==> config.mk <==
export PLATFORM = sky130hd
export DESIGN_NAME = led_seg_encoder_flat
export DESIGN_NICKNAME = d
export VERILOG_FILES = /design/src/rtl/led_seg_encoder_if.sv /design/src/rtl/led_seg_encoder.sv /design/src/flat_wrapper.sv
export SDC_FILE = /design/constraint.sdc
export NUM_CORES = 1
export LEC_CHECK = 0
export ABC_AREA = 1
export BUFFER_PORTS_ARGS = -buffer_cell sky130_fd_sc_hd__buf_4
export CAP_MARGIN = 20
export CELL_PAD_IN_SITES_DETAIL_PLACEMENT = 0
export CELL_PAD_IN_SITES_GLOBAL_PLACEMENT = 2
export CORE_MARGIN = 2
export CORE_UTILIZATION = 38
export CTS_BUF_LIST = sky130_fd_sc_hd__clkbuf_8 sky130_fd_sc_hd__clkbuf_16
export DETAILED_ROUTE_END_ITERATION = 8
export PLACE_DENSITY = 0.93
export SLEW_MARGIN = 25
export SYNTH_ARGS = -nofsm -noshare
export SYNTH_HDL_FRONTEND = slang
export SYNTH_SLANG_ARGS = --single-unit
==> constraint.sdc <==
create_clock -name clk -period 4.4 [get_ports clk]
set_input_delay 0.88 -clock clk [delete_from_list [all_inputs] [get_ports clk]]
set_output_delay 0.88 -clock clk [all_outputs]
set_load 0.03 [all_outputs]
==> src/rtl/led_seg_encoder_if.sv <==
// Seven-segment loopback bus: raw active-low segment tap in, recovered display code out.
interface led_seg_encoder_if;
  logic [7:0] i_seg_n;
  logic [4:0] o_code;
  logic       o_valid;
  logic       o_err;
  logic       o_blank;

  modport master (output i_seg_n, input o_code, o_valid, o_err, o_blank);
  modport slave  (input i_seg_n, output o_code, o_valid, o_err, o_blank);
endinterface

==> src/rtl/led_seg_encoder.sv <==
// Recovers {dp, hex} from a sampled active-low seven-segment bus after a stability filter.
module led_seg_encoder #(
  parameter int unsigned STABLE_CYCLES = 4,
  parameter int unsigned CNT_W         = 8
) (
  input  logic             clk,
  input  logic             rst,
  led_seg_encoder_if.slave bus
);

  localparam int unsigned SEG_W  = 8;
  localparam int unsigned CODE_W = 5;
  localparam int unsigned HEX_W  = 4;

  localparam logic [0:0] HOLD   = 1'b0;
  localparam logic [0:0] SETTLE = 1'b1;

  localparam logic [CNT_W-1:0] CNT_LAST = CNT_W'(STABLE_CYCLES - 1);

  logic [SEG_W-1:0]  sync1, sync2;
  logic [SEG_W-1:0]  cand, cand_nxt;
  logic [CNT_W-1:0]  cnt, cnt_nxt;
  logic [0:0]        state, state_nxt;
  logic [CODE_W-1:0] code, code_nxt;
  logic              valid, valid_nxt;
  logic              err, err_nxt;
  logic              blank, blank_nxt;

  logic [SEG_W-1:0]  pat_c;
  logic [HEX_W-1:0]  hex_c;
  logic              hit_c;

  assign pat_c = ~cand;

  // Glyph lookup on the lit segments of the candidate pattern
  always_comb begin
    hit_c = 1'b1;
    hex_c = '0;
    case (pat_c[6:0])
      7'h3F: hex_c = 4'h0;
      7'h06: hex_c = 4'h1;
      7'h5B: hex_c = 4'h2;
      7'h4F: hex_c = 4'h3;
      7'h66: hex_c = 4'h4;
      7'h6D: hex_c = 4'h5;
      7'h7D: hex_c = 4'h6;
      7'h07: hex_c = 4'h7;
      7'h7F: hex_c = 4'h8;
      7'h6F: hex_c = 4'h9;
      7'h77: hex_c = 4'hA;
      7'h7C: hex_c = 4'hB;
      7'h39: hex_c = 4'hC;
      7'h5E: hex_c = 4'hD;
      7'h79: hex_c = 4'hE;
      7'h71: hex_c = 4'hF;
      default: hit_c = 1'b0;
    endcase
  end

  // Next state: any new synchronized value restarts settling and beats a pending commit
  always_comb begin
    state_nxt = state;
    cand_nxt  = cand;
    cnt_nxt   = cnt;
    code_nxt  = code;
    valid_nxt = 1'b0;
    err_nxt   = err;
    blank_nxt = blank;

    if (sync2 != cand) begin
      cand_nxt  = sync2;
      cnt_nxt   = '0;
      state_nxt = SETTLE;
    end else if (state == SETTLE) begin
      if (cnt != CNT_LAST) begin
        cnt_nxt = cnt + CNT_W'(1);
      end else begin
        state_nxt = HOLD;
        if (pat_c == 8'h00) begin
          blank_nxt = 1'b1;
          err_nxt   = 1'b0;
        end else if (hit_c) begin
          code_nxt  = {pat_c[7], hex_c};
          valid_nxt = 1'b1;
          err_nxt   = 1'b0;
          blank_nxt = 1'b0;
        end else begin
          err_nxt   = 1'b1;
          blank_nxt = 1'b0;
        end
      end
    end
  end

  always_ff @(posedge clk or posedge rst) begin
    if (rst) begin
      sync1 <= 8'hFF;
      sync2 <= 8'hFF;
      cand  <= 8'hFF;
      cnt   <= '0;
      state <= HOLD;
      code  <= '0;
      valid <= 1'b0;
      err   <= 1'b0;
      blank <= 1'b1;
    end else begin
      sync1 <= bus.i_seg_n;
      sync2 <= sync1;
      cand  <= cand_nxt;
      cnt   <= cnt_nxt;
      state <= state_nxt;
      code  <= code_nxt;
      valid <= valid_nxt;
      err   <= err_nxt;
      blank <= blank_nxt;
    end
  end

  assign bus.o_code  = code;
  assign bus.o_valid = valid;
  assign bus.o_err   = err;
  assign bus.o_blank = blank;

endmodule

==> src/flat_wrapper.sv <==
// flat-port wrapper written by rule: the top's interface ports become plain ports
module led_seg_encoder_flat 
#(
  parameter int unsigned STABLE_CYCLES = 4,
  parameter int unsigned CNT_W         = 8
)
  (clk, rst, bus_i_seg_n, bus_o_code, bus_o_valid, bus_o_err, bus_o_blank);
  led_seg_encoder_if bus_i ();
  input  logic clk;
  input  logic rst;
  input wire logic [$bits(bus_i.i_seg_n)-1:0] bus_i_seg_n;
  output wire logic [$bits(bus_i.o_code)-1:0] bus_o_code;
  output wire logic [$bits(bus_i.o_valid)-1:0] bus_o_valid;
  output wire logic [$bits(bus_i.o_err)-1:0] bus_o_err;
  output wire logic [$bits(bus_i.o_blank)-1:0] bus_o_blank;
  assign bus_i.i_seg_n = bus_i_seg_n;
  assign bus_o_code = bus_i.o_code;
  assign bus_o_valid = bus_i.o_valid;
  assign bus_o_err = bus_i.o_err;
  assign bus_o_blank = bus_i.o_blank;
  led_seg_encoder #(.STABLE_CYCLES(STABLE_CYCLES), .CNT_W(CNT_W)) u_core (.clk(clk), .rst(rst), .bus(bus_i));
endmodule
# Word-level counts from Yosys, hierarchy flattened
# Index checks and enable logic that the tools add are counted.
totals:
  ramBits: 0
  ff_bits: 41
  wordCells: 55
  rom_bits: 0
  out_inout_bits: 8
  latchBits: 0
  input_bits: 10
  n_memories: 0
op_classes:
  eq_ne: 18
  n_lt_le_gt_ge: 0
  mul: 0
  shifts: 0
  n_reduce_logical: 7
  addsub: 1
  div_mod_pow: 0
  muxes: 16
  bitwise_logic: 4
op_table:
  columns: ["cell", "count"]
  rows:
  - ["equality test 7 bit, second input constant", 12]
  - ["one-hot mux 4 bit (15 select lines)", 1]
  - ["2-to-1 mux 8 bit", 3]
  - ["OR reduction 16 bit", 1]
  - ["equality test 7 x 3 -> 1 bit, second input constant", 2]
  - ["equality test 7 x 6 -> 1 bit, second input constant", 2]
  - ["2-to-1 mux 1 bit", 12]
  - ["adder 8 x 1 -> 8 bit, second input constant", 1]
  - ["logical NOT 8 bit", 1]
  - ["inequality test 8 x 2 -> 1 bit, second input constant", 1]
  - ["inequality test 8 bit", 1]
  - ["NOT 8 bit", 1]
  - ["AND reduction 5 bit", 1]
  - ["nonzero test 2 bit", 2]
  - ["NOT 1 bit", 3]
  - ["AND reduction 3 bit", 1]
  - ["AND reduction 2 bit", 1]

# Depth between registers and ports, before layout
# Gate-level depths: netlist of the first run.
logic_depth:
  depth_word: 9
  ltp_mapped: 13
  ltp_nobuf: 12

# Worst setup path after synthesis of the first run
# Ideal clock, no wire load.
synth_path:
  kind: "reg2reg"
  start: "reg u_core.cand[2]"
  end: "reg u_core.code[1] (netlist: u_core.bus.o_code[1])"
  required_ns: 4.279
  stages_incl_launch_ff: 10
  path_slack_ns: 2.878
  path_buffers: 1
  synth_period_minus_slack_ns: 1.522
  setup_ns: 0.121
  t_arrival_ns: 1.401
  cell_sequence: "dfstp_2 -> buf_6 -> xnor2_2 -> nand2_1 -> nor2_1 -> nand3_2 -> nor2_4 -> nand2_4 -> nand2_1 -> o21ai_1"
synth_between:
  elab_chain_cells: 5
  elab_cells_between_ends: 25
  classes_between: "17 x eq/ne; 2 x mux; 3 x bitwise; 3 x reduce/logical"
synth_rtl:
  columns: ["element", "line", "source"]
  rows:
  - ["start: declaration", "led_seg_encoder.sv:21", "logic [SEG_W-1:0] cand, cand_nxt;"]
  - ["start signal: assignment", "led_seg_encoder.sv:109", "cand <= cand_nxt;"]
  - ["NOT 8 bit", "led_seg_encoder.sv:33", "assign pat_c = ~cand;"]
  - ["equality test 7 x 6 -> 1 bit (tied with other cells)", "led_seg_encoder.sv:39", "case (pat_c[6:0])"]
  - ["OR reduction 16 bit (no line)", null, null]
  - ["2-to-1 mux 1 bit", "led_seg_encoder.sv:39", null]
  - ["AND reduction 5 bit (no line)", null, null]
  - ["end signal: assignment", "led_seg_encoder.sv:112", "code <= code_nxt;"]
  - ["end: declaration", "led_seg_encoder.sv:24", "logic [CODE_W-1:0] code, code_nxt;"]
# Parallel ways exist; a longest one is shown, timed or not.
# A chain may end at the register's enable or synchronous reset.

# Final worst setup path of the first run
layout_path:
  start: "reg u_core.blank (netlist: u_core.bus.o_blank)"
  end: "out bus_o_blank"
layout_rtl:
  columns: ["element", "line", "source"]
  rows:
  - ["start: declaration", "led_seg_encoder.sv:27", "logic blank, blank_nxt;"]
  - ["start signal: assignment", "led_seg_encoder.sv:115", "blank <= blank_nxt;"]
  - ["end: declaration", "flat_wrapper.sv:15", "output wire logic [$bits(bus_i.o_blank)-1:0] bus_o_blank;"]
# No word-level cell between the ends.

==> metrics.md, run 1 <==
| Metric | Value |
|---|---|
| Status | `finished, final reports clean` |
| Pleak | `between 0.001 and 0.0015 uW` |
| Post-synthesis sequential area ratio | `0.5473` |
| Setup TNS | `0 ps` |
| H-tree Lvls | `2` |
| Gr usage total | `0.1400` |
| IO Count | `18` |
| Global route total overflow | `0` |
| Router iterations before antenna repair | `4` |
| Placer Congestion | `0.8175` |
| CTS Buf Count | `5` |
| Delay-heaviest family, CP | `flip-flops` |
| RSZ-0062 raised after global routing | `no` |
| CP max stage delay | `between 500 and 600 ps` |
| Die ar. | `about 5700 sq um` |
| Total stage count of the critical path | `1` |
| Multi-input gate area | `694.4 sq um` |
| Core Footprint | `4817 sq um` |
| Synth Warn # | `0` |
| Post-Syn Instances | `between 200 and 250` |
| PostCTS Resize Cnt | `0` |
| Overall Power | `762.9 uW` |
| Clk root buf | `clkbuf_8` |
| Netlist Area Pre-Place | `1932 sq um` |
| Antenna Violating Nets Remaining | `0` |
| Flop and latch count out of synthesis | `41` |
| Power density over the cells | `roughly 340 nW/um^2` |
| Worst EP arrival | `roughly 970 ps` |
| Antenna violations before repair | `0` |
| Hold Path Depth | `0` |
| Share of layout cells above drive strength 1 | `0.3151` |
| Drt first-iter violations | `approximately 90` |
| Min Hold Slack | `around 350 ps` |
| Total number of vias | `between 1000 and 1500` |
| Least-Margin Pin Slew | `approximately 560 ps` |
| Ant diodes | `0` |
| Crit. End Element | `output port` |
| HPWL after detailed placement | `2.607 mm` |
| Post-Syn Nets | `approximately 230` |
| Worst Setup Slack, final | `2551 ps` |
| Final Hold Fails | `0` |
| Minimum clock period | `about 1800 ps` |
| Clock sinks | `41` |
| Pin count of the biggest net entering global routing | `30` |
| Post-CTS setup buffer count | `0` |
| Non-filler instance count after layout | `between 300 and 400` |
| Die height | `roughly 75 microns` |
| Critical path cell sequence | `buf_4` |
| # DRC | `0` |
| Storage cell area | `~1100 sq um` |
| Chip Width | `75.30 microns` |
| Critical Path RT | `about 3500 ps` |
| Yosys cell types | `25` |
| Clock Pin Slew Worst Setup and Hold Paths | `about 80 ps` |
| Via density | `approximately 4.5` |
| CTS Hold Bufs | `0` |
| Layout fillers | `between 500 and 600` |
| Worst slack, placed | `~2400 ps` |
| Average size of a mapped cell | `8.702 sq um` |
| PortBufs | `17` |
| Post-DR wirelength/cell | `about 11 microns` |
| Worst hold path class | `flop to flop` |
| CP max stage cell | `dfstp_2` |
| Worst Skew | `~7 ps` |
| Number of global-route vias before repair | `1305` |
| Area Growth Syn to Fin | `14.77%` |
| Net count, final | `approximately 250` |
| Slew Viols, Final | `0` |
| Reg2Reg Depth | `8` |
| Cells after DPL | `297` |
| Peak supply drop | `about 0.00023 V` |
| Crit path max fanout | `2` |
| Clock Latency Late Sink | `290 ps` |
| Bufs and invs on worst path | `1` |
| Max Freq | `roughly 0.54 GHz` |
| Relative slew margins | `0.6232` |
| Critical path class | `flop to output port` |
| CP startpoint kind | `flop` |
| Cell row count | `25` |
| Post-Route WL | `about 3.4 mm` |
| Initial Utilization | `0.4010` |
| Max-Cap Viols | `0` |
| Endpoints failing setup | `0` |
| First-pass GRT wire length | `5.865 mm` |
| CTS tree | `built` |
| Final worst-path cycle share | `0.4201` |
| CTS max path bufs | `2` |
-- cells in the final DEF (no fill, tap or decap) --
cell type  netlist  final
dfstp_2         25     25
o21ai_1          2      2
dfrtp_1         16     16
xnor2_2          1      1
xnor2_1          4      4
nor2_2           9      9
bufinv_16        0      1
nor2_1          17     17
a31oi_1          1      1
o21ai_0          8      8
nand3_1         16     16
nand2_2          5      5
ha_1             1      1
nor2_4           3      3
buf_4            0     18
nand2_4          1      1
o21bai_1         1      1
a21oi_1          6      6
inv_4            0      1
nor3_1           4      4
clkbuf_8         0      6
inv_1           31     30
nand4_1          5      5
nand3b_1         1      1
nand2_1         51     51
nand3_2          1      1
inv_2            3      4
-- area by class of cell --
| type | count | share of cell area |
|---|---|---|
| clock buffer | 6 | 0.03725 |
| clock inverter | 2 | 0.01637 |
| inverter | 34 | 0.05756 |
| multi-input combinational | 137 | 0.3132 |
| sequential | 41 | 0.4769 |
| tap | 67 | 0.03781 |
| timing repair buffer | 18 | 0.06095 |
-- Yosys cell counts (all sizes together) --
cell type	number	area [sq um]
nor2	29	153.9
nand4	5	31.28
xnor2	5	51.30
a21oi	6	30.03
nand2	57	234.0
dfrtp	16	400.4
a31oi	1	6.260
buf	2	22.52
ha	1	12.51
nand3b	1	7.510
o21bai	1	7.510
nor3	4	20.02
dfstp	25	656.9
o21ai	10	50.05
clkbuf	8	30.03
inv	34	127.6
nand3	17	90.09
-- logic make-up (layout without fill, tap and decap cells) --
family,Yosys count,after routing,share of synthesized area
compound gates,18,18,0.04858
fa+ha+maj,1,1,0.006476
xor+xnor,5,5,0.02655
buf+inv,44,60,0.09326
flops,41,41,0.5473
simple gates,113,113,0.2778
-- sequential cells by signal (all words and copies together), names as in the netlist --
signal              cells
u_core.sync2            8
u_core.cand             8
u_core.bus.o_valid      1
u_core.state            1
u_core.bus.o_err        1
u_core.bus.o_code       5
u_core.sync1            8
u_core.bus.o_blank      1
u_core.cnt              8
-- through the flow --
step / cell area (sq um) / utilization
floorplan: 1932 / -
global placement: 2098 / 0.4356
detailed placement: 2098 / 0.4356
CTS: 2217 / 0.4603
global route: 2217 / 0.4603
finish: 2217 / 0.4603
-- power breakdown --
part	switching, uW	internal (uW)	leakage, uW
combinational	26.1	17.1	0.000585
clock	126	185	0.0000617
sequential	11.5	397	0.000481
total	164	599	0.00113
-- metal layers --
layer	vias up	wire length, microns	track usage
met5	-	0	0
met4	0	72	0.05263
met3	7	143	0.04497
met2	36	1533	0.2087
met1	623	1657	0.1917
li1	717	-	-
-- path summary, 6_finish.rpt --
| path | startpoint | endpoint | slack [ps] |
|---|---|---|---|
| hold / removal | u_core.sync1[7] | u_core.sync2[7] | 350 |
| setup reg to reg | u_core.cand[2] | u_core.bus.o_code[4] | 2720 |
| setup / recovery | u_core.bus.o_blank | bus_o_blank | 2550 |
| hold reg to reg | u_core.sync1[7] | u_core.sync2[7] | 350 |
| min in group asynchronous | rst | u_core.cnt[7] | 640 |
| max in group asynchronous | rst | u_core.bus.o_blank | 3090 |
(Power assumes the default switching activity.)
==> run 2, diff against run 1 <==
--- a/config.mk
+++ b/config.mk
@@ -11,10 +11,10 @@
 export CELL_PAD_IN_SITES_DETAIL_PLACEMENT = 0
 export CELL_PAD_IN_SITES_GLOBAL_PLACEMENT = 2
 export CORE_MARGIN = 2
-export CORE_UTILIZATION = 38
+export CORE_UTILIZATION = 32
 export CTS_BUF_LIST = sky130_fd_sc_hd__clkbuf_8 sky130_fd_sc_hd__clkbuf_16
 export DETAILED_ROUTE_END_ITERATION = 8
-export PLACE_DENSITY = 0.93
+export PLACE_DENSITY = 0.85
 export SLEW_MARGIN = 25
 export SYNTH_ARGS = -nofsm -noshare
 export SYNTH_HDL_FRONTEND = slang
==> constraint.sdc (replaced) <==
create_clock -name clk -period 1.6 [get_ports clk]
set_input_delay 0.32 -clock clk [delete_from_list [all_inputs] [get_ports clk]]
set_output_delay 0.32 -clock clk [all_outputs]
set_load 0.03 [all_outputs]
==> run 2 against run 1 <==
Effect of this change: the run now ends with setup timing left; highest routed layer unchanged; critical endpoint is now u_core.bus.o_err; cell count increased by 10%; sequential power increased to 2.7 times the previous value; total power increased to 2.6 times the previous value; worst setup slack got worse by 2600 ps; critical path type is now flop to flop; worst hold slack got worse by 270 ps.
==> metrics.md, run 2 (synthesized netlist as in run 1, its figures left out) <==
| Metric | Value |
|---|---|
| Status | `finished, violations left` |
| Failing checks | `setup timing` |
| Cell row count | `28` |
| Share of layout cells above drive strength 1 | `0.4483` |
| Antenna Violating Nets Remaining | `0` |
| CP max stage delay | `roughly 650 ps` |
| Slew Viols, Final | `0` |
| Core Footprint | `between 5000 and 6000 sq um` |
| Critical path cell sequence | `inv_1 -> nor2_1 -> nand2_1 -> nor2_2 -> nor2_2 -> nand2_4 -> nor2_4 -> buf_4 -> buf_4 -> nand3_1 -> nand2_1` |
| IO Count | `18` |
| Min Hold Slack | `81.91 ps` |
| Minimum clock period | `around 1600 ps` |
| Chip Width | `just over 80 microns` |
| Fin util | `0.4199` |
| Endpoints failing setup | `1` |
| Critical path class | `flop to flop` |
| Bufs and invs on worst path | `3` |
| Most frequent cells in the layout | `nand2_1 (47), buf_4 (39), inv_1 (28)` |
| Drt first-iter violations | `81` |
| Pleak | `between 0.001 and 0.0015 uW` |
| Gr usage total | `0.1256` |
| R2r setup slk | `-30 ps` |
| Reg2Reg Depth | `11` |
| Total number of vias | `1488` |
| Critical Path RT | `~1800 ps` |
| # DRC | `0` |
| Power density over the cells | `~800 nW/um^2` |
| Max Freq | `between 0.6 and 0.7 GHz` |
| Final worst-path cycle share | `1.021` |
| Crit path max fanout | `6` |
| RSZ-0062 raised after global routing | `yes` |
| Router iterations before antenna repair | `4` |
| CP startpoint | `u_core.cand[2]` |
| Placer Congestion | `just under 0.9` |
| Post-Route WL | `approximately 3.6 mm` |
| CTS Buf Count | `5` |
| Worst Skew | `approximately 4.2 ps` |
| Global route total overflow | `0` |
| Worst Setup Slack, final | `-32.92 ps` |
| Clock sinks | `41` |
| Pin count of the biggest net entering global routing | `42` |
| R2R Path End | `u_core.bus.o_err` |
| Crit. End Element | `flop` |
| Ant diodes | `0` |
| Non-filler instance count after layout | `~340` |
| Max-Cap Viols | `0` |
| CTS tree | `built` |
| Post-DR wirelength/cell | `10.74 microns` |
| Cells after DPL | `between 300 and 400` |
| Via density | `approximately 4.4` |
| Worst EP arrival | `~1800 ps` |
| Reg2reg start | `u_core.cand[2]` |
| CP startpoint kind | `flop` |
| Delay-heaviest family, CP | `flip-flops` |
| Die height | `between 80 and 90 microns` |
| Final Hold Fails | `0` |
| First-pass GRT wire length | `approximately 6.3 mm` |
| Antenna violations before repair | `0` |
| Die ar. | `6675 sq um` |
| CTS max path bufs | `2` |
| Number of global-route vias before repair | `roughly 1500` |
| Net count, final | `271` |
| Worst hold path class | `input port to asynchronous set/reset pin` |
| Worst slack, placed | `-33.16 ps` |
| CP max stage cell | `dfstp_2` |
| Initial Utilization | `0.3282` |
| Area Growth Syn to Fin | `27.91%` |
| Clock Pin Slew Worst Setup and Hold Paths | `about 80 ps` |
| H-tree Lvls | `2` |
| Peak supply drop | `0.0005920 V` |
| PortBufs | `17` |
| Most common cell after layout, fill and taps aside | `nand2_1` |
| HPWL after detailed placement | `2.651 mm` |
| Least-Margin Pin Slew | `roughly 240 ps` |
| Clock Latency Late Sink | `approximately 300 ps` |
| Relative slew margins | `0.8380` |
| Clk root buf | `clkbuf_8` |
run 2: what timing repair did:
item,CTS,global route
resized for setup,6,24
setup buffers,6,4
endpoints found under the setup margin,10,15
hold buffers,0,0
pin swaps,6,10
run 2: layout make-up:
type | count | area, sq um
tap | 75 | 93.84
fill | 604 | 3415
multi-input combinational | 137 | 779.5
inverter | 34 | 127.6
timing repair buffer | 41 | 324.1
clock buffer | 5 | 68.82
sequential | 41 | 1057
clock inverter | 3 | 20.02
run 2: how the worst max path moves through the flow:
stage / end / slack (ps) / depth (start not counted)
floorplan: u_core.bus.o_code[1] / 80 / 9
global placement: u_core.bus.o_code[4] / -80 / 9
detailed placement: u_core.bus.o_code[4] / -30 / 9
CTS: u_core.bus.o_code[4] / -20 / 9
global route: u_core.bus.o_err / -160 / 11
finish: u_core.bus.o_err / -30 / 11
run 2: metrics by stage:
step	cell area [sq um]	setup TNS, ps	total power, uW
3_3_place_gp	2226	-339.5	1275
2_1_floorplan	1932	0	1229
3_5_place_dp	2226	-162.5	1276
5_1_grt	2471	-972.0	2067
6_report	2471	-32.92	1966
4_1_cts	2380	-63.69	1977
run 2: power breakdown:
part           leakage, uW  switching [uW]  total (uW)  internal (uW)
Combinational     0.000719            85.2         158           72.8
Sequential        0.000481            30.4        1120           1090
Clock            0.0000450             377         685            308
Total              0.00124             493        1970           1470
run 2: metal layers:
layer / routed length, microns / GRT usage / up-vias
met3: 159 / 0.02967 / 6
met4: 72 / 0.05500 / 0
met5: 0 / 0 / -
met1: 1630 / 0.1562 / 689
met2: 1746 / 0.2082 / 33
li1: - / - / 760
run 2: worst reg2reg max path, delay by kind of cell (launching register included):
kind / cells / cell delay, ps
DFF: 1 / 650
and+or+nand+nor: 8 / 580
buffers and inverters: 3 / 300
==> run 3, diff against run 2 <==
--- a/config.mk
+++ b/config.mk
@@ -11,10 +11,10 @@
 export CELL_PAD_IN_SITES_DETAIL_PLACEMENT = 0
 export CELL_PAD_IN_SITES_GLOBAL_PLACEMENT = 2
 export CORE_MARGIN = 2
-export CORE_UTILIZATION = 32
+export CORE_UTILIZATION = 38
 export CTS_BUF_LIST = sky130_fd_sc_hd__clkbuf_8 sky130_fd_sc_hd__clkbuf_16
 export DETAILED_ROUTE_END_ITERATION = 8
-export PLACE_DENSITY = 0.85
+export PLACE_DENSITY = 0.93
 export SLEW_MARGIN = 25
 export SYNTH_ARGS = -nofsm -noshare
 export SYNTH_HDL_FRONTEND = slang
==> constraint.sdc (replaced) <==
create_clock -name clk -period 2.1 [get_ports clk]
set_input_delay 0.42 -clock clk [delete_from_list [all_inputs] [get_ports clk]]
set_output_delay 0.42 -clock clk [all_outputs]
set_load 0.03 [all_outputs]
==> run 3 against run 2 <==
Effect of this change: the flow now finishes without violations; non-clock buffer count is 23 lower; final area is 11% lower; highest routed layer unchanged; critical path depth is 3 lower; die area is 15% lower; utilization is 3.4 points higher; sequential share of layout area is 5.6 points higher; routed wire length is 8.2% lower; via count is 6.3% lower; clock skew is 0.95 ps lower; combinational power is 43% lower.
==> metrics.md, run 3 (synthesized netlist as in run 1, its figures left out) <==
| Metric | Value |
|---|---|
| Status | `finished, final reports clean` |
| Min Hold Slack | `231.5 ps` |
| CTS tree | `built` |
| Net count, final | `248` |
| Slew Viols, Final | `0` |
| Clock sinks | `41` |
| Cell row count | `25` |
| Relative slew margins | `0.6681` |
| Most frequent cells in the layout | `nand2_1 (51), inv_1 (31), dfstp_2 (25)` |
| Gr usage total | `0.1353` |
| Worst EP arrival | `1830 ps` |
| Total number of vias | `1394` |
| Post-CTS setup buffer count | `0` |
| Antenna violations before repair | `0` |
| Clock Latency Late Sink | `290 ps` |
| Chip Width | `~75 microns` |
| HPWL after detailed placement | `between 2 and 2.5 mm` |
| Overall Power | `1459 uW` |
| CTS Hold Bufs | `0` |
| Initial Utilization | `0.4010` |
| Peak supply drop | `between 0.0004 and 0.0005 V` |
| Antenna Violating Nets Remaining | `0` |
| Post-DR wirelength/cell | `10.86 microns` |
| Via density | `4.570` |
| Final worst-path cycle share | `0.7855` |
| Global route total overflow | `0` |
| Critical path cell sequence | `xnor2_2 -> nand2_1 -> nor2_1 -> nand3_2 -> nor2_4 -> nand2_4 -> nand2_1 -> o21ai_1` |
| Power density over the cells | `roughly 670 nW/um^2` |
| Routed length on met2 | `roughly 1.5 mm` |
| PortBufs | `17` |
| Pin count of the biggest net entering global routing | `42` |
| Multi-input gate area | `694.4 sq um` |
| Storage cell area | `around 1100 sq um` |
| Layout fillers | `around 510` |
| # DRC | `0` |
| Max Freq | `between 0.6 and 0.7 GHz` |
| IO Count | `18` |
| First-pass GRT wire length | `5.706 mm` |
| H-tree Lvls | `2` |
| Critical path class | `flop to flop` |
| Worst hold path class | `input port to flop` |
| Share of layout cells above drive strength 1 | `0.3109` |
| Minimum clock period | `1650 ps` |
| Placer Congestion | `roughly 0.9` |
| Die ar. | `between 5000 and 6000 sq um` |
| Final Hold Fails | `0` |
| Cell mode on critical path | `nand2_1` |
| Placed Area | `roughly 2100 sq um` |
| R2r setup slk | `450 ps` |
| Critical Path RT | `between 2000 and 2500 ps` |
| Post-Route WL | `approximately 3.3 mm` |
| Drt first-iter violations | `64` |
| Area Growth Syn to Fin | `13.21%` |
| Number of global-route vias before repair | `approximately 1300` |
| Router iterations before antenna repair | `4` |
| CP max stage delay | `about 650 ps` |
| Final instance area | `2187 sq um` |
| CP startpoint kind | `flop` |
| Most common cell after layout, fill and taps aside | `nand2_1` |
| Pleak | `around 0.0011 uW` |
| Least-Margin Pin Slew | `497.8 ps` |
| RSZ-0062 raised after global routing | `no` |
| CTS max path bufs | `2` |
| PostCTS Resize Cnt | `0` |
| Routed met1 length | `between 1.5 and 2 mm` |
| Clk root buf | `clkbuf_8` |
| Max-Cap Viols | `0` |
| Crit path max fanout | `8` |
| Ant diodes | `0` |
| Crit. End Element | `flop` |
| Core Footprint | `about 4800 sq um` |
| Top Metal Used | `met4` |
| Die height | `around 75 microns` |
| Metal3 WL | `117 microns` |
| Clock Pin Slew Worst Setup and Hold Paths | `about 80 ps` |
| Endpoints failing setup | `0` |
| CP max stage cell | `dfstp_2` |
| Worst Skew | `between 3 and 4 ps` |
| Setup TNS | `0 ps` |
| CTS Buf Count | `5` |
[run 3: worst paths after layout]
path / from / end / cells after the start
worst min register to register: u_core.sync1[4] / u_core.sync2[4] / 0
worst min-delay path: bus_i_seg_n[1] / u_core.sync1[1] / 1
min in group asynchronous: rst / u_core.cnt[7] / 3
max in group asynchronous: rst / u_core.bus.o_blank / 3
worst max register to register: u_core.cand[2] / u_core.bus.o_code[4] / 8
worst max-delay path: u_core.cand[2] / u_core.bus.o_code[4] / 8
[run 3: final cells by class]
class | instances | share of cell area
sequential | 41 | 0.4834
clock buffer | 5 | 0.03146
multi-input combinational | 137 | 0.3175
inverter | 34 | 0.05835
clock inverter | 3 | 0.009153
tap | 67 | 0.03833
timing repair buffer | 18 | 0.06179
[run 3: worst max-delay path: cells and delay by family (launching register included)]
kind	cells	cell delay [ps]
simple gates	6	700
xor+xnor	1	130
flops	1	650
compound gates	1	60
[run 3: stage by stage]
stage                 util  std cells  worst slack, ps
floorplan                -        222            577.9
global placement    0.4356        297            429.1
detailed placement  0.4356        297            438.3
CTS                 0.4540        305            418.4
global route        0.4540        305            317.7
finish              0.4540        305            450.5
[run 3: power breakdown]
part,total [uW],internal [uW],switching [uW]
registers,856,832,23.5
clock network,513,235,278
logic,90.1,35.8,54.4
total,1460,1100,356
[run 3: metal layers]
layer / track usage / up-vias
met5: 0 / -
met4: 0.06433 / 0
met3: 0.04101 / 6
met2: 0.2077 / 34
met1: 0.1754 / 643
li1: - / 711
